File: config.mk
export PLATFORM = sky130hd
export DESIGN_NAME = interrupt_controller
export DESIGN_NICKNAME = d
export VERILOG_FILES = /design/src/rtl/intc_pkg.sv /design/src/rtl/intc_prio_enc.sv /design/src/rtl/interrupt_controller.sv
export SDC_FILE = /design/constraint.sdc
export NUM_CORES = 1
export LEC_CHECK = 0
export BUFFER_PORTS_ARGS = -buffer_cell sky130_fd_sc_hd__buf_2
export CAP_MARGIN = 20
export CORE_ASPECT_RATIO = 0.9
export CORE_MARGIN = 1
export CORE_UTILIZATION = 33
export DETAILED_ROUTE_END_ITERATION = 7
export GPL_TIMING_DRIVEN = 0
export MAX_ROUTING_LAYER = met4
export SYNTH_ARGS = -nofsm -noshare
export SYNTH_HDL_FRONTEND = slang
export SYNTH_SLANG_ARGS = --single-unit
File: constraint.sdc
create_clock -name iCLK -period 3.9 [get_ports iCLK]
set_input_delay 0 -clock iCLK [delete_from_list [all_inputs] [get_ports iCLK]]
set_output_delay 0 -clock iCLK [all_outputs]
set_load 0.01 [all_outputs]
File: src/rtl/intc_pkg.sv
// rtl/intc_pkg.sv - shared constants for the interrupt controller register window
package intc_pkg;

  localparam int NUM_IRQ = 8;
  localparam int IDX_W   = 3;

  // Word offsets, i.e. iAddress[3:2]
  localparam logic [1:0] OFF_STATUS = 2'd0;
  localparam logic [1:0] OFF_MASK   = 2'd1;
  localparam logic [1:0] OFF_EDGE   = 2'd2;
  localparam logic [1:0] OFF_ID     = 2'd3;

  localparam int ID_VALID_BIT = 31;

endpackage

File: src/rtl/intc_prio_enc.sv
// rtl/intc_prio_enc.sv - lowest-index-wins priority encoder producing the ID index and valid flag
module intc_prio_enc
  import intc_pkg::*;
(
  input  logic [NUM_IRQ-1:0] req_i,
  output logic [IDX_W-1:0]   idx_o,
  output logic               valid_o
);

  // Scan from the top down so the lowest set index is the last one written
  always_comb begin
    idx_o = '0;
    for (int i = NUM_IRQ - 1; i >= 0; i--) begin
      if (req_i[i]) idx_o = IDX_W'(i);
    end
  end

  assign valid_o = |req_i;

endmodule

File: src/rtl/interrupt_controller.sv
// rtl/interrupt_controller.sv - 8-source interrupt controller (STATUS/MASK/EDGE/ID); INTC_INPUT_SYNC_EN adds a 2-flop input synchronizer
module interrupt_controller
  import intc_pkg::*;
#(
  parameter logic [31:0] BASE_ADDR = 32'hFFFF0400,
  parameter int          NUM_IRQ   = 8
) (
  input  logic               iCLK,
  input  logic               iRST,
  input  logic [NUM_IRQ-1:0] iIRQ,
  input  logic [31:0]        iAddress,
  input  logic               iReadEnable,
  input  logic               iWriteEnable,
  input  logic [3:0]         iByteEnable,
  input  logic [31:0]        iWriteData,
  output logic [31:0]        oReadData,
  output logic               oHit,
  output logic [NUM_IRQ-1:0] oPendingInterrupt
);

  logic [NUM_IRQ-1:0] irq_s;
  logic [NUM_IRQ-1:0] prev_q;
  logic [NUM_IRQ-1:0] status_q, status_d;
  logic [NUM_IRQ-1:0] mask_q, mask_d;
  logic [NUM_IRQ-1:0] edge_q, edge_d;
  logic [NUM_IRQ-1:0] pend_q;
  logic [NUM_IRQ-1:0] edge_evt;
  logic [NUM_IRQ-1:0] w1c;
  logic [NUM_IRQ-1:0] wr_byte;
  logic [1:0]         arm_cnt_q;
  logic               armed;
  logic [1:0]         off;
  logic               wr_en;
  logic [IDX_W-1:0]   id_idx;
  logic               id_valid;
  logic [31:0]        id_word;

`ifdef INTC_INPUT_SYNC_EN
  // Samples are not trustworthy until the sync pipe and prev_q have all refilled
  localparam int ARM_LAT = 3;
  logic [NUM_IRQ-1:0] sync1_q, sync2_q;

  always_ff @(posedge iCLK) begin
    if (!iRST) begin
      sync1_q <= '0;
      sync2_q <= '0;
    end else begin
      sync1_q <= iIRQ;
      sync2_q <= sync1_q;
    end
  end

  assign irq_s = sync2_q;
`else
  localparam int ARM_LAT = 1;
  assign irq_s = iIRQ;
`endif

  assign oHit    = (iAddress[31:4] == BASE_ADDR[31:4]);
  assign off     = iAddress[3:2];
  assign wr_en   = oHit & iWriteEnable & iByteEnable[0];
  assign wr_byte = iWriteData[NUM_IRQ-1:0];

  // An input already high when reset releases must not look like a fresh edge
  assign armed    = (arm_cnt_q >= 2'(ARM_LAT));
  assign edge_evt = irq_s & ~prev_q & {NUM_IRQ{armed}};
  assign w1c      = (wr_en && off == OFF_STATUS) ? wr_byte : '0;

  // Edge sources latch until W1C (a same-cycle set wins); level sources mirror the input
  always_comb begin
    status_d = (edge_q & ((status_q & ~w1c) | edge_evt)) | (~edge_q & irq_s);
    mask_d   = (wr_en && off == OFF_MASK) ? wr_byte : mask_q;
    edge_d   = (wr_en && off == OFF_EDGE) ? wr_byte : edge_q;
  end

  always_ff @(posedge iCLK) begin
    if (!iRST) begin
      status_q  <= '0;
      mask_q    <= '0;
      edge_q    <= '0;
      prev_q    <= '0;
      pend_q    <= '0;
      arm_cnt_q <= '0;
    end else begin
      status_q <= status_d;
      mask_q   <= mask_d;
      edge_q   <= edge_d;
      prev_q   <= irq_s;
      pend_q   <= status_q & mask_q;
      if (!armed) arm_cnt_q <= arm_cnt_q + 2'd1;
    end
  end

  assign oPendingInterrupt = pend_q;

  intc_prio_enc u_prio_enc (
    .req_i   (status_q & mask_q),
    .idx_o   (id_idx),
    .valid_o (id_valid)
  );

  always_comb begin
    id_word               = '0;
    id_word[ID_VALID_BIT] = id_valid;
    id_word[IDX_W-1:0]    = id_idx;
  end

  always_comb begin
    oReadData = 32'h0;
    if (oHit && iReadEnable) begin
      case (off)
        OFF_STATUS: oReadData = 32'(status_q);
        OFF_MASK:   oReadData = 32'(mask_q);
        OFF_EDGE:   oReadData = 32'(edge_q);
        default:    oReadData = id_word;
      endcase
    end
  end

  logic unused_bits;
  assign unused_bits = ^{iAddress[1:0], iByteEnable[3:1], iWriteData[31:NUM_IRQ]};

endmodule

==> flow_summary.toml, run 1 <==
[outcome]
outcome = "complete, no violations"

[sta]
timing.final.crit_share_pct = 51.4
fmax_mhz = 499
skew_ns = 0.00960
rsz0062_at_grt = "no"
drv_slew = 0
setup-tns-final_ns = 0
setup_slack_ns = 1.90
relSlewSlack_pct = 52.8
setup-violations-final = 0
fin_crit_ns = 2.00
hold_slack_ns = 0.136
worst_pin_slew_ns = 0.703
hold_viol = 0

[detailed_routing]
firstDrtPassIters = 4
routed_wl_mm = 5.77
drtAntennaViolNets = 0
drcViolationCount = 0
drt_iter0_drc = 139
vias = 2144
wl_per_cell_microns = 12.5
post_drt_via_cell_ratio = 4.64

[placement]
placed_area_sq_um = 2820
place_inst = 438
place_congestion = 0.894
pre_cts_slack_ns = 1.89
dp_hpwl_mm = 4.45
io_buffers = 67

[setup_path]
critical_path.max_fanout = 7
cp.arrival_ns = 2.00
cp_cell_sequence = "buf_2 -> or4b_4 -> nor4_4 -> nand4_2 -> nor3_1 -> buf_2"
crit_type = "input pin to primary output"
r2r_end = "status_q[6]"
r2r_slack_ns = 2.08
crit_path_end_kind = "primary output"
cp_common_cell = "buf_2"
cp-startpoint = "iAddress[13]"
max_stage_delay_ns = 0.54
worstReg2RegStart = "arm_cnt_q[0]"
worst_setup_path_start_kind = "input pin"
ff2ff_path_depth = 7
worstPathRequired_ns = 3.90
cp_slowest_cell = "or4b_4"
cp-endpoint = "oReadData[2]"

[clock_tree]
postCtsHoldBufs = 16
cts_max_level = 2
cts_buffer_depth = 2
cts_sinks = 42
cts_setup_buffers = 0
clkTransAtPathRegs_ns = 0.08
cts_tree = "done"
root_buffer = "clkbuf_8"
clk_latency_ns = 0.30
cts_resized = 0
numCtsBuffers = 5

[finish]
regArea_sq_um = 841
fillCellCount = 679
final_layout_size_suffix_gt1_share_pct = 31.2
fin_cells = 462
post-route-util_pct = 46.4
antenna_cells = 0
final_area_sq_um = 3090
syn2layout_area_growth_pct = 35.0
fin_nets = 452
multiInputGateArea_sq_um = 1300

[synth]
synth_top_flop_cell = "dfxtp_1"
synth_top_cell_by_area = "dfxtp_1"
synth_area_sq_um = 2290
syn_area_per_cell_sq_um = 8.84
synth_top_area_share_pct = 36.7
yosys_register_bits = 42
synth-edff-count = 0
ys_async_sr_fraction_pct = 0
synth_common_cells = "nand2_1 (47), dfxtp_1 (42), buf_4 (23)"
postSynthCellCount = 259
synth_most_common_cell = "nand2_1"
synth_cell_type_count = 41
ys_seq_area_share_pct = 36.7
synth-warning-count = 0
yosys-top-cells-area = "dfxtp_1 (37%), mux2i_1 (9.6%), nand2_1 (7.7%)"

[pwr]
leakagePower_nw = 1.54
p_per_area_nw_per_um2 = 327
ir_drop_mv = 0.153
fin_total_pwr_mw = 1.01

[run]
cap_violations = 0

[grt]
grtUsageTotal_pct = 17.2
gr-total-overflow = 0
grt_max_degree = 14
grt_first_pass_wirelength_mm = 9.41
antenna_found_initial = 0
grt_pass1_vias = 1921

[floorplanning]
num_rows = 28
core-area_sq_um = 6660
fp.dieArea_sq_um = 7270
initial_utilization_pct = 34.4
ioPinCount = 121
die_h_microns = 81
die_w_microns = 89.8

[worst_hold_path]
worstHoldPathType = "input pin to flop"
cells in the final DEF, fill, tap and decap left out, drive strengths merged, types with 10 or more instances in the layout:
master        n
mux2i        22
dfxtp        42
conb         23
buf          92
and2         10
nand2        47
dlygate4sd3  16
clkbuf       14
nor2         22
worst min path at each step:
| stage | startpoint | to | slack, ns | cells past startpoint |
|---|---|---|---|---|
| floorplan | iWriteData[6] | status_q[6] | 0.11 | 1 |
| global placement | iWriteData[6] | status_q[6] | 0.23 | 2 |
| detailed placement | iIRQ[6] | prev_q[6] | 0.24 | 2 |
| CTS | iRST | arm_cnt_q[1] | 0.15 | 2 |
| global route | iRST | arm_cnt_q[1] | 0.19 | 2 |
| finish | iRST | arm_cnt_q[1] | 0.14 | 2 |
where the power goes:
group | switching [mW] | internal, mW
clock | 0.155 | 0.191
combinational | 0.115 | 0.0935
sequential | 0.0116 | 0.445
cell type report:
class | instances | area share (%)
Buffer | 33 | 7.09
Clock buffer | 6 | 2.35
Clock inverter | 2 | 1.22
Inverter | 3 | 0.365
Multi-Input combinational cell | 203 | 42.1
Sequential cell | 42 | 27.2
Tap cell | 90 | 3.65
Timing Repair Buffer | 83 | 16.0
cell families after synthesis:
group / share of synthesized area (%)
simple gates: 25.2
compound gates: 15.9
flops: 36.7
buf+inv: 10.1
mux: 11.1
fa+ha+maj: 0.547
other cells: 0.164
xor+xnor: 0.383
worst max-delay path, delay by kind of cell:
kind                   cells  cell delay (ns)
buffers and inverters      2             0.27
AND/OR/NAND/NOR            4             1.72
registers in the layout (all words and copies together), names as in the netlist:
signal / cells
arm_cnt_q: 2
edge_q: 8
mask_q: 8
oPendingInterrupt: 8
prev_q: 8
status_q: 8
per-layer routing:
metal	share of wire (%)	GRT usage (%)	vias up
li1	-	-	1097
met1	48	22.5	958
met2	45	25.7	79
met3	6.1	3.93	10
met4	1.4	6.89	0
met5	0	-	-
Power figures use the tool's default switching activity.
==> run 2: changes to the inputs <==
==> constraint.sdc (replaced) <==
create_clock -name iCLK -period 1.9 [get_ports iCLK]
set_input_delay 0 -clock iCLK [delete_from_list [all_inputs] [get_ports iCLK]]
set_output_delay 0 -clock iCLK [all_outputs]
set_load 0.01 [all_outputs]
==> flow_summary.toml, run 2 (synthesis results as in run 1) <==
[outcome]
outcome = "complete, no violations"

[setup_path]
worstReg2RegStart = "arm_cnt_q[0]"
critical_path.max_fanout = 7
cp_common_cell = "buf_2"
worst_setup_path_start_kind = "input pin"
worstPathRequired_ns = 1.90
cp.arrival_ns = 1.79
crit_path_end_kind = "primary output"
ff2ff_path_depth = 7
r2r_slack_ns = 0.27
cp_slowest_cell = "or4_1"
cp_cell_sequence = "buf_2 -> or4_1 -> nor4_4 -> nand4_2 -> nor3_1 -> buf_2"
max_stage_delay_ns = 0.57
crit_type = "input pin to primary output"
r2r_end = "status_q[6]"

[detailed_routing]
firstDrtPassIters = 4
drtAntennaViolNets = 0
drt_iter0_drc = 157
wl_per_cell_microns = 12.5
vias = 2128
drcViolationCount = 0
routed_wl_mm = 5.79
post_drt_via_cell_ratio = 4.60

[clock_tree]
numCtsBuffers = 5
cts_buffer_depth = 2
clk_latency_ns = 0.30
clkTransAtPathRegs_ns = 0.08
cts_sinks = 42
cts_tree = "done"
cts_max_level = 2
root_buffer = "clkbuf_8"

[placement]
place_congestion = 0.894
pre_cts_slack_ns = -0.107
place_inst = 438
placed_area_sq_um = 2820
dp_hpwl_mm = 4.45
io_buffers = 67

[grt]
grt_pass1_vias = 1927
grt_first_pass_wirelength_mm = 9.44
gr-total-overflow = 0
antenna_found_initial = 0
grt_max_degree = 14
grtUsageTotal_pct = 17.2

[sta]
hold_slack_ns = 0.135
setup-violations-final = 0
skew_ns = 0.00774
relSlewSlack_pct = 52.5
rsz0062_at_grt = "no"
drv_slew = 0
timing.final.crit_share_pct = 94.4
fin_crit_ns = 1.79
worst_pin_slew_ns = 0.707
setup_slack_ns = 0.106
fmax_mhz = 558
hold_viol = 0

[floorplanning]
initial_utilization_pct = 34.4
ioPinCount = 121
core-area_sq_um = 6660
num_rows = 28
die_w_microns = 89.8
fp.dieArea_sq_um = 7270
die_h_microns = 81

[finish]
syn2layout_area_growth_pct = 35.4
fillCellCount = 677
final_layout_size_suffix_gt1_share_pct = 31.6
fin_cells = 463
multiInputGateArea_sq_um = 1300
regArea_sq_um = 841
post-route-util_pct = 46.5
antenna_cells = 0
final_common_cell = "buf_2"
layout_common_cells = "buf_2 (68), nand2_1 (47), dfxtp_1 (42), buf_4 (24), conb_1 (23)"
final_area_sq_um = 3100
fin_nets = 453

[pwr]
ir_drop_mv = 0.314
leakagePower_nw = 1.55
p_per_area_nw_per_um2 = 670

[worst_hold_path]
min_path_cells = 2
worstHoldPathType = "input pin to flop"
hold_end = "arm_cnt_q[1]"
min-delay-start = "iRST"

[run]
cap_violations = 0
## run 2: worst max-delay path by stage
stage,endpoint,from
global placement,oReadData[2],iAddress[13]
floorplan,status_q[7],iAddress[13]
finish,oReadData[2],iAddress[6]
CTS,status_q[6],arm_cnt_q[0]
detailed placement,oReadData[2],iAddress[13]
global route,oReadData[31],iAddress[6]
## run 2: area by class of cell
type	instances	area share, %
timing repair buffer	84	16.2
tap	90	3.63
sequential	42	27.1
clock buffer	6	2.34
buffer	33	7.11
clock inverter	2	1.21
inverter	3	0.363
multi-input combinational	203	42.0
## run 2: where the power goes
group | switching [mW] | leakage, nW | total (mW) | internal (mW)
combinational | 0.238 | 1.16 | 0.433 | 0.194
clock | 0.313 | 0.0514 | 0.705 | 0.392
sequential | 0.0244 | 0.343 | 0.937 | 0.913
## run 2: layer usage
layer	vias to the layer above	track usage, %	routed length (microns)
met2	80	25.7	2510
met5	-	-	0
met1	943	22.6	2790
met4	0	6.89	78
met3	10	3.93	413
li1	1095	-	-
## run 2: critical path, delay by kind of cell
family | cells | cell delay [ns]
buffers and inverters | 2 | 0.27
and+or+nand+nor | 4 | 1.52
## run 2: metrics by stage
stage / TNS [ns] / total power, mW
2_1_floorplan: 0 / 1.23
3_3_place_gp: -0.253 / 1.35
3_5_place_dp: -0.288 / 1.36
4_1_cts: 0 / 2.09
5_1_grt: 0 / 2.18
6_report: 0 / 2.07
## run 2: repair_timing
item | 4_1_cts | 5_1_grt
hold endpoints to repair | 24 | 0
resized for setup | 0 | 2
setup buffers | 1 | 0
pin swaps | 1 | 0
hold buffers | 16 | 0
cloned | 0 | 0
setup endpoints to repair | 4 | 10
==> run 3: changes to the inputs <==
--- a/config.mk
+++ b/config.mk
@@ -13,6 +13,7 @@
 export DETAILED_ROUTE_END_ITERATION = 7
 export GPL_TIMING_DRIVEN = 0
 export MAX_ROUTING_LAYER = met4
+export SLEW_MARGIN = 20
 export SYNTH_ARGS = -nofsm -noshare
 export SYNTH_HDL_FRONTEND = slang
 export SYNTH_SLANG_ARGS = --single-unit
==> constraint.sdc (replaced) <==
create_clock -name iCLK -period 1.45 [get_ports iCLK]
set_input_delay 0 -clock iCLK [delete_from_list [all_inputs] [get_ports iCLK]]
set_output_delay 0 -clock iCLK [all_outputs]
set_load 0.01 [all_outputs]
==> flow_summary.toml, run 3 (synthesis results as in run 1) <==
[finish]
layout_common_cells = "buf_2 (61), nand2_1 (47), dfxtp_1 (42), buf_4 (25), conb_1 (23)"
final_common_cell = "buf_2"
antenna_cells = 0
final_layout_size_suffix_gt1_share_pct = 36.9
syn2layout_area_growth_pct = 43.4
fin_nets = 457

[clock_tree]
numCtsBuffers = 5
clk_latency_ns = 0.30
clkTransAtPathRegs_ns = 0.09
cts_max_level = 2
root_buffer = "clkbuf_8"
cts_tree = "done"
cts_sinks = 42
cts_buffer_depth = 2

[setup_path]
worstReg2RegStart = "arm_cnt_q[0]"
cp.arrival_ns = 1.62
crit_type = "input pin to primary output"
critical_path.max_fanout = 4
crit_path_end_kind = "primary output"
worstPathRequired_ns = 1.45
worst_setup_path_start_kind = "input pin"
cp-startpoint = "iAddress[6]"

[placement]
io_buffers = 67
dp_hpwl_mm = 4.41
place_congestion = 0.790

[sta]
worst_pin_slew_ns = 0.543
rsz0062_at_grt = "yes"
drv_slew = 0
fin_crit_ns = 1.62
hold_slack_ns = 0.131
hold_viol = 0
fmax_mhz = 617
skew_ns = 0.00986
timing.final.crit_share_pct = 112
relSlewSlack_pct = 63.6
setup-violations-final = 26
setup_slack_ns = -0.171

[grt]
grt_first_pass_wirelength_mm = 9.24
antenna_found_initial = 0
grt_max_degree = 15
grt_pass1_vias = 1890
gr-total-overflow = 0
grtUsageTotal_pct = 16.9

[pwr]
ir_drop_mv = 0.555
p_per_area_nw_per_um2 = 789
fin_total_pwr_mw = 2.59
leakagePower_nw = 1.58

[outcome]
outcome = "finished, violations left"
violations = "setup timing"

[detailed_routing]
drcViolationCount = 0
post_drt_via_cell_ratio = 4.59
routed_wl_mm = 5.90
wl_per_cell_microns = 12.6
vias = 2143
drt_iter0_drc = 106
drtAntennaViolNets = 0
firstDrtPassIters = 4

[floorplanning]
initial_utilization_pct = 34.4
core-area_sq_um = 6660
ioPinCount = 121
die_h_microns = 81
die_w_microns = 89.8
fp.dieArea_sq_um = 7270
num_rows = 28

[worst_hold_path]
worstHoldPathType = "input pin to flop"
min-delay-start = "iRST"

[run]
cap_violations = 0
## run 3: changes by cell type in the layout (fill, tap and decap cells not counted), moves of 2 or more
| cell | before | now |
|---|---|---|
| nor3_1 | 4 | 0 |
| clkbuf_1 | 8 | 6 |
| buf_2 | 68 | 61 |
| nor3_2 | 0 | 2 |
| nor2_4 | 0 | 4 |
| nor2_1 | 22 | 17 |
| buf_6 | 1 | 12 |
| nor3_4 | 0 | 2 |
## run 3: critical path, cell delays in order
cell      delay (ns)
buf_6           0.09
or4_4           0.53
nor4_4          0.35
nand4_4         0.18
a211oi_2        0.29
buf_2           0.18
## run 3: repair_timing
item                                   4_1_cts  5_1_grt
buffers inserted                             6        1
hold buffers                                16        0
endpoints found under the hold margin       27        0
setup endpoints to repair                   32       36
gates resized for setup                     20       13
pin swaps                                    9       11
## run 3: worst paths after layout
path | end | slack, ns | cells past startpoint
worst max register to register | status_q[4] | 0.13 | 6
worst min register to register | status_q[1] | 0.51 | 1
worst max-delay path | oReadData[0] | -0.17 | 6
worst min-delay path | arm_cnt_q[1] | 0.13 | 2
## run 3: power by group
group / internal [mW] / leakage (nW) / switching (mW)
Combinational: 0.276 / 1.19 / 0.312
Sequential: 1.20 / 0.343 / 0.0346
Clock: 0.339 / 0.0441 / 0.433
Total: 1.81 / 1.58 / 0.780
## run 3: cell type report
class / count / area [sq um]
Fill cell: 665 / 3370
Sequential cell: 42 / 841
Inverter: 3 / 11.3
Tap cell: 90 / 113
Clock inverter: 3 / 21.3
Clock buffer: 5 / 68.8
Timing Repair Buffer: 90 / 611
Buffer: 31 / 208
Multi-Input combinational cell: 203 / 1410
## run 3: metrics by stage
| step | cell area (sq um) | setup slack [ns] | util, % | std cells | TNS, ns |
|---|---|---|---|---|---|
| after floorplan | 2390 | -0.167 | - | 281 | -3.27 |
| after global placement | 2840 | -0.528 | 42.7 | 438 | -12.91 |
| after detailed placement | 2840 | -0.544 | 42.7 | 438 | -12.95 |
| after CTS | 3220 | -0.168 | 48.4 | 466 | -2.49 |
| after global routing | 3280 | -0.235 | 49.3 | 467 | -4.27 |
| final | 3280 | -0.171 | 49.3 | 467 | -1.94 |
## run 3: per-layer routing
metal  GRT usage, %  vias to the layer above  wire length [microns]
li1               -                     1107                      -
met1           21.6                      958                   2770
met2           26.4                       70                   2720
met3           3.75                        8                    325
met4           5.90                        0                     87
met5              -                        -                      0
